$ cat src/rtl/alu_serial_sequencer.sv
// Bit-serial arithmetic sequencer: walks a 1-bit arithmetic slice over
// WIDTH cycles, LSB first, and assembles the full-width sum and flags.
module alu_serial_sequencer #(
  parameter int WIDTH = 32
) (
  input  logic             clk,
  input  logic             rst,
  input  logic             start,
  input  logic [1:0]       op,
  input  logic             cin,
  input  logic [WIDTH-1:0] a,
  input  logic [WIDTH-1:0] b,
  output logic             slice_a,
  output logic             slice_b,
  output logic             slice_cin,
  output logic [1:0]       slice_sel,
  input  logic             slice_d,
  input  logic             slice_cout,
  output logic             busy,
  output logic             done,
  output logic [WIDTH-1:0] result,
  output logic             cout,
  output logic             overflow,
  output logic             zero
);

  localparam int CW = $clog2(WIDTH);

  typedef enum logic [1:0] {
    IDLE,
    RUN,
    DONE
  } state_t;

  state_t state;
  state_t next_state;

  logic [WIDTH-1:0] a_reg;
  logic [WIDTH-1:0] b_reg;
  logic [1:0]       op_reg;
  logic             cin_reg;
  logic [CW-1:0]    count;
  logic             carry;
  logic             last_bit;

  assign last_bit = (count == CW'(WIDTH - 1));
  assign zero     = (result == '0);

  // State register; reset always lands in IDLE, overriding any start.
  always_ff @(posedge clk) begin
    if (rst) begin
      state <= IDLE;
    end else begin
      state <= next_state;
    end
  end

  // Next-state logic and slice drive; slice pins are quiet outside RUN.
  always_comb begin
    next_state = state;
    busy       = 1'b0;
    done       = 1'b0;
    slice_a    = 1'b0;
    slice_b    = 1'b0;
    slice_cin  = 1'b0;
    slice_sel  = 2'b00;
    case (state)
      IDLE: begin
        if (start) begin
          next_state = RUN;
        end
      end
      RUN: begin
        busy      = 1'b1;
        slice_a   = a_reg[count];
        slice_b   = b_reg[count];
        slice_sel = op_reg;
        slice_cin = (count == '0) ? cin_reg : carry;
        if (last_bit) begin
          next_state = DONE;
        end
      end
      DONE: begin
        busy       = 1'b1;
        done       = 1'b1;
        next_state = IDLE;
      end
      default: begin
        next_state = IDLE;
      end
    endcase
  end

  // Operand capture, per-bit result collection, carry chain and final flags.
  always_ff @(posedge clk) begin
    if (rst) begin
      a_reg    <= '0;
      b_reg    <= '0;
      op_reg   <= 2'b00;
      cin_reg  <= 1'b0;
      count    <= '0;
      carry    <= 1'b0;
      result   <= '0;
      cout     <= 1'b0;
      overflow <= 1'b0;
    end else begin
      case (state)
        IDLE: begin
          if (start) begin
            a_reg   <= a;
            b_reg   <= b;
            op_reg  <= op;
            cin_reg <= cin;
            count   <= '0;
            carry   <= 1'b0;
          end
        end
        RUN: begin
          result[count] <= slice_d;
          carry         <= slice_cout;
          if (last_bit) begin
            count    <= '0;
            cout     <= slice_cout;
            overflow <= slice_cin ^ slice_cout;
          end else begin
            count <= count + 1'b1;
          end
        end
        default: begin
        end
      endcase
    end
  end

endmodule

$ cat config.mk
export PLATFORM = sky130hd
export DESIGN_NAME = alu_serial_sequencer
export DESIGN_NICKNAME = d
export VERILOG_FILES = /design/src/rtl/alu_serial_sequencer.sv
export SDC_FILE = /design/constraint.sdc
export NUM_CORES = 1
export LEC_CHECK = 0
export CAP_MARGIN = 10
export CORE_ASPECT_RATIO = 1.75
export CORE_UTILIZATION = 45
export DETAILED_ROUTE_END_ITERATION = 6
export PLACE_DENSITY_LB_ADDON = 0.1
export REMOVE_ABC_BUFFERS = 1
export SLEW_MARGIN = 40
export SYNTH_ARGS = -nofsm -noshare
export SYNTH_HDL_FRONTEND = slang
export SYNTH_SLANG_ARGS = --single-unit
$ cat constraint.sdc
create_clock -name clk -period 2 [get_ports clk]
set_input_delay 0.4 -clock clk [delete_from_list [all_inputs] [get_ports clk]]
set_output_delay 0.4 -clock clk [all_outputs]
set_load 0.005 [all_outputs]
==> flow_summary.json, run 1 <==
{
  "outcome": "finished with violations",
  "violations": "negative setup slack",
  "holdCritStartpoint": "b_reg[13]$_SDFFE_PP0P_",
  "crit_fanout": 8,
  "synth_top_area_frac": 0.446,
  "clock_latency_ps": 340,
  "synthCells": 618,
  "cpPeakStageDelay_ps": 420,
  "ioPinCount": 114,
  "ant_nets": 0,
  "drt_first_pass_iters": 4,
  "wire_per_inst_microns": 14.5,
  "pwr_density_cell_mw_per_mm2": 693,
  "synth_top_family_by_area": "simple AND/OR/NAND/NOR gates",
  "rows": 50,
  "rr_worst_depth": 9,
  "grt_max_degree": 68,
  "remaining_drc_errors": 0,
  "drtIter0Drc": 173,
  "end_kind": "primary output",
  "die_area_sq_mm": 0.0113,
  "layout_setup_ws_ps": -254,
  "worstPathRequired_ps": 1600,
  "syn_area_sq_mm": 0.00489,
  "die_h_microns": 140,
  "clock.fmax_mhz": 444,
  "synth-adder-area-share": 0.0205,
  "slew_viol_final": 0,
  "track_usage": 0.235,
  "startpoint_type": "flip-flop",
  "core_sq_mm": 0.0106,
  "setup_viol": 5,
  "cp_slowest_cell": "dfxtp_4",
  "regToRegEndpoint": "count[3]$_SDFFE_PP0P_",
  "hold_viol_final": 0,
  "synth-xor-area-share": 0.00179,
  "ir_worst_vdd_uv": 451,
  "critPathTopFamily": "compound AO/OA/AOI/OAI gates",
  "synth_compound_area_frac": 0.171,
  "die_w_microns": 80.8,
  "muxShareOfSynthArea": 0.0849,
  "avgSynthCellArea_sq_um": 7.92,
  "max_slew_margin": 0.699,
  "clk_pin_slew_worst_paths_ps": 70,
  "cp_cell_sequence": "buf_12 > mux2i_1 > o22ai_2 > a211o_1 > o21ai_2 > a31oi_2 > buf_2",
  "layout-drive-gt1-share": 0.155,
  "holdCritPathClass": "flip-flop to flip-flop",
  "yosys.area.top_type": "dfxtp_1",
  "netlist-cell-type-count": 43,
  "rsz0062_at_grt": "yes",
  "post-route-period-util": 1.13,
  "grt_overflow": 0,
  "cts_tree": "yes",
  "worst-path-buf-inv": 2,
  "maxCapViolCount": 0,
  "yosys_warnings": 0,
  "via_per_inst": 5.32,
  "cp_num_cells": 7,
  "antenna_found_initial": 0,
  "endpoint": "slice_a",
  "synthSimpleGateAreaFrac": 0.223,
  "dp_hpwl_mm": 9.18,
  "syn2layout_area_growth_pct": 41.6,
  "h-tree-depth": 3,
  "ys_ff_latch": 109,
  "worst_clock_skew_ps": 8.58,
  "gp_congestion": 0.831,
  "cts_buffer_depth": 2,
  "critical_path_class": "flip-flop to primary output",
  "synth_area_leaders": "dfxtp_1, nand2_1, a21oi_1",
  "fin_nets": 826,
  "numCtsBuffers": 9,
  "final.min_clock_period_ps": 2250,
  "postLayoutCellArea_sq_mm": 0.00693,
  "rr_startpoint": "count[1]$_SDFFE_PP0P_",
  "ctsHoldBuffers": 0,
  "startpoint": "count[1]$_SDFFE_PP0P_",
  "wirelength_mm": 12.7,
  "grt_pass1_wl_mm": 20.6,
  "placed_cell_area_sq_mm": 0.00635,
  "start_util": 0.460,
  "num_vias": 4677,
  "io_buffers": 113,
  "whs_ps": 455,
  "tightest_slew_ps": 452,
  "root_buffer": "clkbuf_16",
  "critPathArrivalTime_ps": 1850,
  "cts_sinks": 109,
  "fillers": 959,
  "reg2reg_setup_slack_ps": -90,
  "num_antenna_cells": 0,
  "p_leak_nw": 2.45,
  "grt_pass1_vias": 4483,
  "ys_seq_area_frac": 0.446
}
==> per-stage QoR <==
stage,utilization,instances,setup WS (ps),setup TNS (ps),power (mW)
5_1_grt,0.652,879,-323,-1130,5.00
2_1_floorplan,-,570,-616,-22880,2.63
3_5_place_dp,0.597,857,-288,-902,2.98
3_3_place_gp,0.597,857,-292,-888,2.97
4_1_cts,0.644,879,-252,-925,4.83
6_report,0.652,879,-254,-835,4.80
==> cells by family (layout without fill, tap and decap cells) <==
group / Yosys count / in the layout
adder cells (fa/ha/maj): 8 / 8
AND/OR/NAND/NOR: 255 / 255
XOR/XNOR: 1 / 1
AO/OA/AOI/OAI: 153 / 153
flip-flops: 109 / 109
multiplexers: 39 / 39
buffers and inverters: 53 / 184
==> worst min-delay path by stage <==
stage / end / slack, ps / cells past startpoint
final: b_reg[13]$_SDFFE_PP0P_ / 460 / 2
after global routing: b_reg[4]$_SDFFE_PP0P_ / 480 / 2
after CTS: b_reg[13]$_SDFFE_PP0P_ / 460 / 2
after detailed placement: a_reg[24]$_SDFFE_PP0P_ / 450 / 2
after global placement: op_reg[1]$_SDFFE_PP0P_ / 440 / 2
after floorplan: op_reg[0]$_SDFFE_PP0P_ / 430 / 2
==> cells in the final DEF, fill, tap and decap left out, types with 3 or more instances in the layout <==
master,count
nor4_1,5
buf_12,7
nand2_2,3
clkdlybuf4s50_1,106
dfxtp_1,103
a21oi_1,97
nor2_1,49
clkbuf_16,9
nand2_1,162
nor4_2,3
ha_1,3
ha_4,4
o21ai_1,18
o21ai_2,3
mux2i_2,5
inv_1,5
o21ai_0,10
o22ai_2,4
dlygate4sd2_1,3
o22ai_1,6
dfxtp_2,4
nor2b_1,4
buf_4,43
a32oi_1,4
nand3_1,4
nand4_1,6
mux2i_1,32
==> synthesized netlist by cell type <==
cell type	count
a211o_1	2
a211oi_1	1
a21oi_1	98
a31oi_1	2
a32oi_1	5
and2_1	3
and3_1	1
buf_1	4
buf_2	10
buf_4	3
buf_6	5
clkbuf_1	26
dfxtp_1	109
ha_1	8
inv_1	5
mux2i_1	37
mux4_2	2
nand2_1	165
nand2b_1	2
nand2b_2	1
nand3_1	4
nand3b_1	1
nand3b_2	2
nand4_1	6
nor2_1	49
nor2b_1	4
nor3_1	2
nor4_1	8
nor4b_2	1
o21ai_0	11
o21ai_1	19
o21ai_2	1
o221ai_1	2
o22a_1	2
o22ai_1	9
o22ai_2	1
or2_1	1
or3_4	1
or3b_1	1
or3b_4	1
or4_1	1
or4b_1	1
xnor2_1	1
==> power breakdown <==
group | switching (mW) | internal [mW]
combinational | 0.323 | 0.327
clock | 0.752 | 1.08
sequential | 0.0572 | 2.26
total | 1.13 | 3.67
==> what timing repair did <==
action / CTS / global route
cloned: 1 / 0
setup buffers: 8 / 0
resized for setup: 40 / 18
pin swaps: 15 / 9
endpoints found under the setup margin: 9 / 11
==> per-layer routing <==
metal,routed length (microns),share of wire,track usage
met2,7110,0.56,0.433
met3,337,0.026,0.0417
met5,0,0,0
met1,4990,0.39,0.256
met4,280,0.022,0.0930
==> area by class of cell <==
class	count	area [sq um]	area share
multi-input combinational	456	2630	0.380
sequential	109	2190	0.317
timing repair buffer	165	1620	0.234
clock buffer	9	225	0.0325
tap	130	163	0.0235
clock inverter	5	77.6	0.0112
inverter	5	18.8	0.00271
==> worst min-delay path, delay by kind of cell (launching register included) <==
kind | cells | cell delay (ps)
AOI/OAI and AO/OA | 1 | 50
DFF | 1 | 310
and+or+nand+nor | 1 | 50
No activity file was read; power rests on OpenSTA's default activity.
==> run 2: changes to the inputs <==
--- a/config.mk
+++ b/config.mk
@@ -5,12 +5,11 @@
 export SDC_FILE = /design/constraint.sdc
 export NUM_CORES = 1
 export LEC_CHECK = 0
-export CAP_MARGIN = 10
-export CORE_ASPECT_RATIO = 1.75
 export CORE_UTILIZATION = 45
 export DETAILED_ROUTE_END_ITERATION = 6
 export PLACE_DENSITY_LB_ADDON = 0.1
 export REMOVE_ABC_BUFFERS = 1
+export SKIP_LAST_GASP = 1
 export SLEW_MARGIN = 40
 export SYNTH_ARGS = -nofsm -noshare
 export SYNTH_HDL_FRONTEND = slang
==> flow_summary.json, run 2 (synthesis results as in run 1) <==
{
  "reg2reg_setup_slack_ps": -180,
  "critical_path_class": "flip-flop to primary output",
  "preCtsSetupSlack_ps": -322,
  "via_per_inst": 5.27,
  "slew_viol_final": 0,
  "max_slew_margin": 0.729,
  "fin_util": 0.660,
  "worst_clock_skew_ps": 12.2,
  "core_sq_mm": 0.0104,
  "track_usage": 0.227,
  "rsz0062_at_grt": "yes",
  "pwr_density_cell_mw_per_mm2": 622,
  "post-route-period-util": 1.16,
  "grt_overflow": 0,
  "ctsHoldBuffers": 0,
  "ir_worst_vdd_uv": 340,
  "maxCapViolCount": 0,
  "clk_pin_slew_worst_paths_ps": 100,
  "end_kind": "primary output",
  "ioPinCount": 114,
  "numCtsBuffers": 9,
  "wire_per_inst_microns": 14.0,
  "startpoint_type": "flip-flop",
  "final.min_clock_period_ps": 2330,
  "drt_first_pass_iters": 4,
  "io_buffers": 113,
  "whs_ps": 443,
  "dr.max_layer_used": "met4",
  "fin_cells": 893,
  "layout-drive-gt1-share": 0.160,
  "wirelength_mm": 12.5,
  "die_w_microns": 106,
  "worstPathRequired_ps": 1600,
  "cts_tree": "yes",
  "holdCritPathClass": "primary input to flip-flop",
  "layout_common_cells": "nand2_1, clkdlybuf4s50_1, dfxtp_1",
  "clock.fmax_mhz": 429,
  "grt_pass1_vias": 4454,
  "mostFrequentLayoutCell": "nand2_1",
  "tightest_slew_ps": 407,
  "ant_nets": 0,
  "outcome": "finished with violations",
  "layout_setup_ws_ps": -329,
  "placed_cells": 864,
  "critPathArrivalTime_ps": 1930,
  "gp_congestion": 0.781,
  "syn2layout_area_growth_pct": 40.5,
  "h-tree-depth": 3,
  "die_h_microns": 106,
  "drtIter0Drc": 215,
  "p_leak_nw": 2.46,
  "crit_fanout": 5,
  "setup_viol": 7,
  "antenna_found_initial": 0,
  "num_vias": 4708,
  "hold_viol_final": 0,
  "cts_buffer_depth": 2,
  "grt_max_degree": 68,
  "clock_latency_ps": 370,
  "wl_met3_microns": 508,
  "num_antenna_cells": 0,
  "rows": 37,
  "grt_pass1_wl_mm": 20.8,
  "remaining_drc_errors": 0,
  "wl_met2_mm": 6.14,
  "cts_sinks": 109,
  "dp_hpwl_mm": 9.00,
  "die_area_sq_mm": 0.0113,
  "drt-met1-wl_mm": 5.62,
  "violations": "negative setup slack",
  "fin_nets": 832,
  "root_buffer": "clkbuf_8",
  "start_util": 0.470
}
-- run 2: changes by cell type in the layout (fill, tap and decap cells not counted), moves of 4 or more --
cell       change
buf_4          +4
clkbuf_16      -9
clkbuf_8      +11
inv_6          +4
mux2i_1        +4
mux2i_2        -4
-- run 2: worst max-delay path: stages, from the launching register on --
cell     delay [ps]
dfxtp_4         390
buf_6           110
buf_12          110
mux4_2          490
a32oi_1         190
a31oi_1         130
buf_2           140
-- run 2: cell type report --
class / instances / area (sq um)
Clock buffer: 11 / 151
Inverter: 5 / 31.3
Clock inverter: 5 / 40.0
Sequential cell: 109 / 2200
Multi-Input combinational cell: 456 / 2600
Fill cell: 893 / 3540
Tap cell: 136 / 170
Timing Repair Buffer: 171 / 1690
-- run 2: final timing paths --
| check | start | to | cells past startpoint |
|---|---|---|---|
| hold reg to reg | overflow$_SDFFE_PP0P_ | overflow$_SDFFE_PP0P_ | 2 |
| setup / recovery | count[1]$_SDFFE_PP0P_ | slice_b | 6 |
| setup reg to reg | count[1]$_SDFFE_PP0P_ | count[3]$_SDFFE_PP0P_ | 9 |
| hold / removal | rst | a_reg[5]$_SDFFE_PP0P_ | 2 |
-- run 2: per-stage QoR --
stage	TNS, ps	total power [mW]	instance area, sq um
2_1_floorplan	-22880	2.63	4650
3_3_place_gp	-742	2.97	6390
3_5_place_dp	-850	2.99	6390
4_1_cts	-1360	4.29	6850
5_1_grt	-1670	4.44	6880
6_report	-1190	4.28	6880
-- run 2: power by group --
group / internal (mW) / switching, mW
sequential: 2.26 / 0.0571
combinational: 0.325 / 0.315
clock: 0.539 / 0.776
total: 3.13 / 1.15
-- run 2: timing repair --
action	in CTS	in global routing
endpoints found under the setup margin	9	11
cloned	1	0
pin swaps	11	6
gates resized for setup	51	9
buffers inserted	14	1
-- run 2: per-layer routing --
layer  global-route usage  up-vias
li1                     -     2374
met1                0.293     2175
met2                0.391      141
met3               0.0258       18
met4               0.0794        0
met5                    0        -
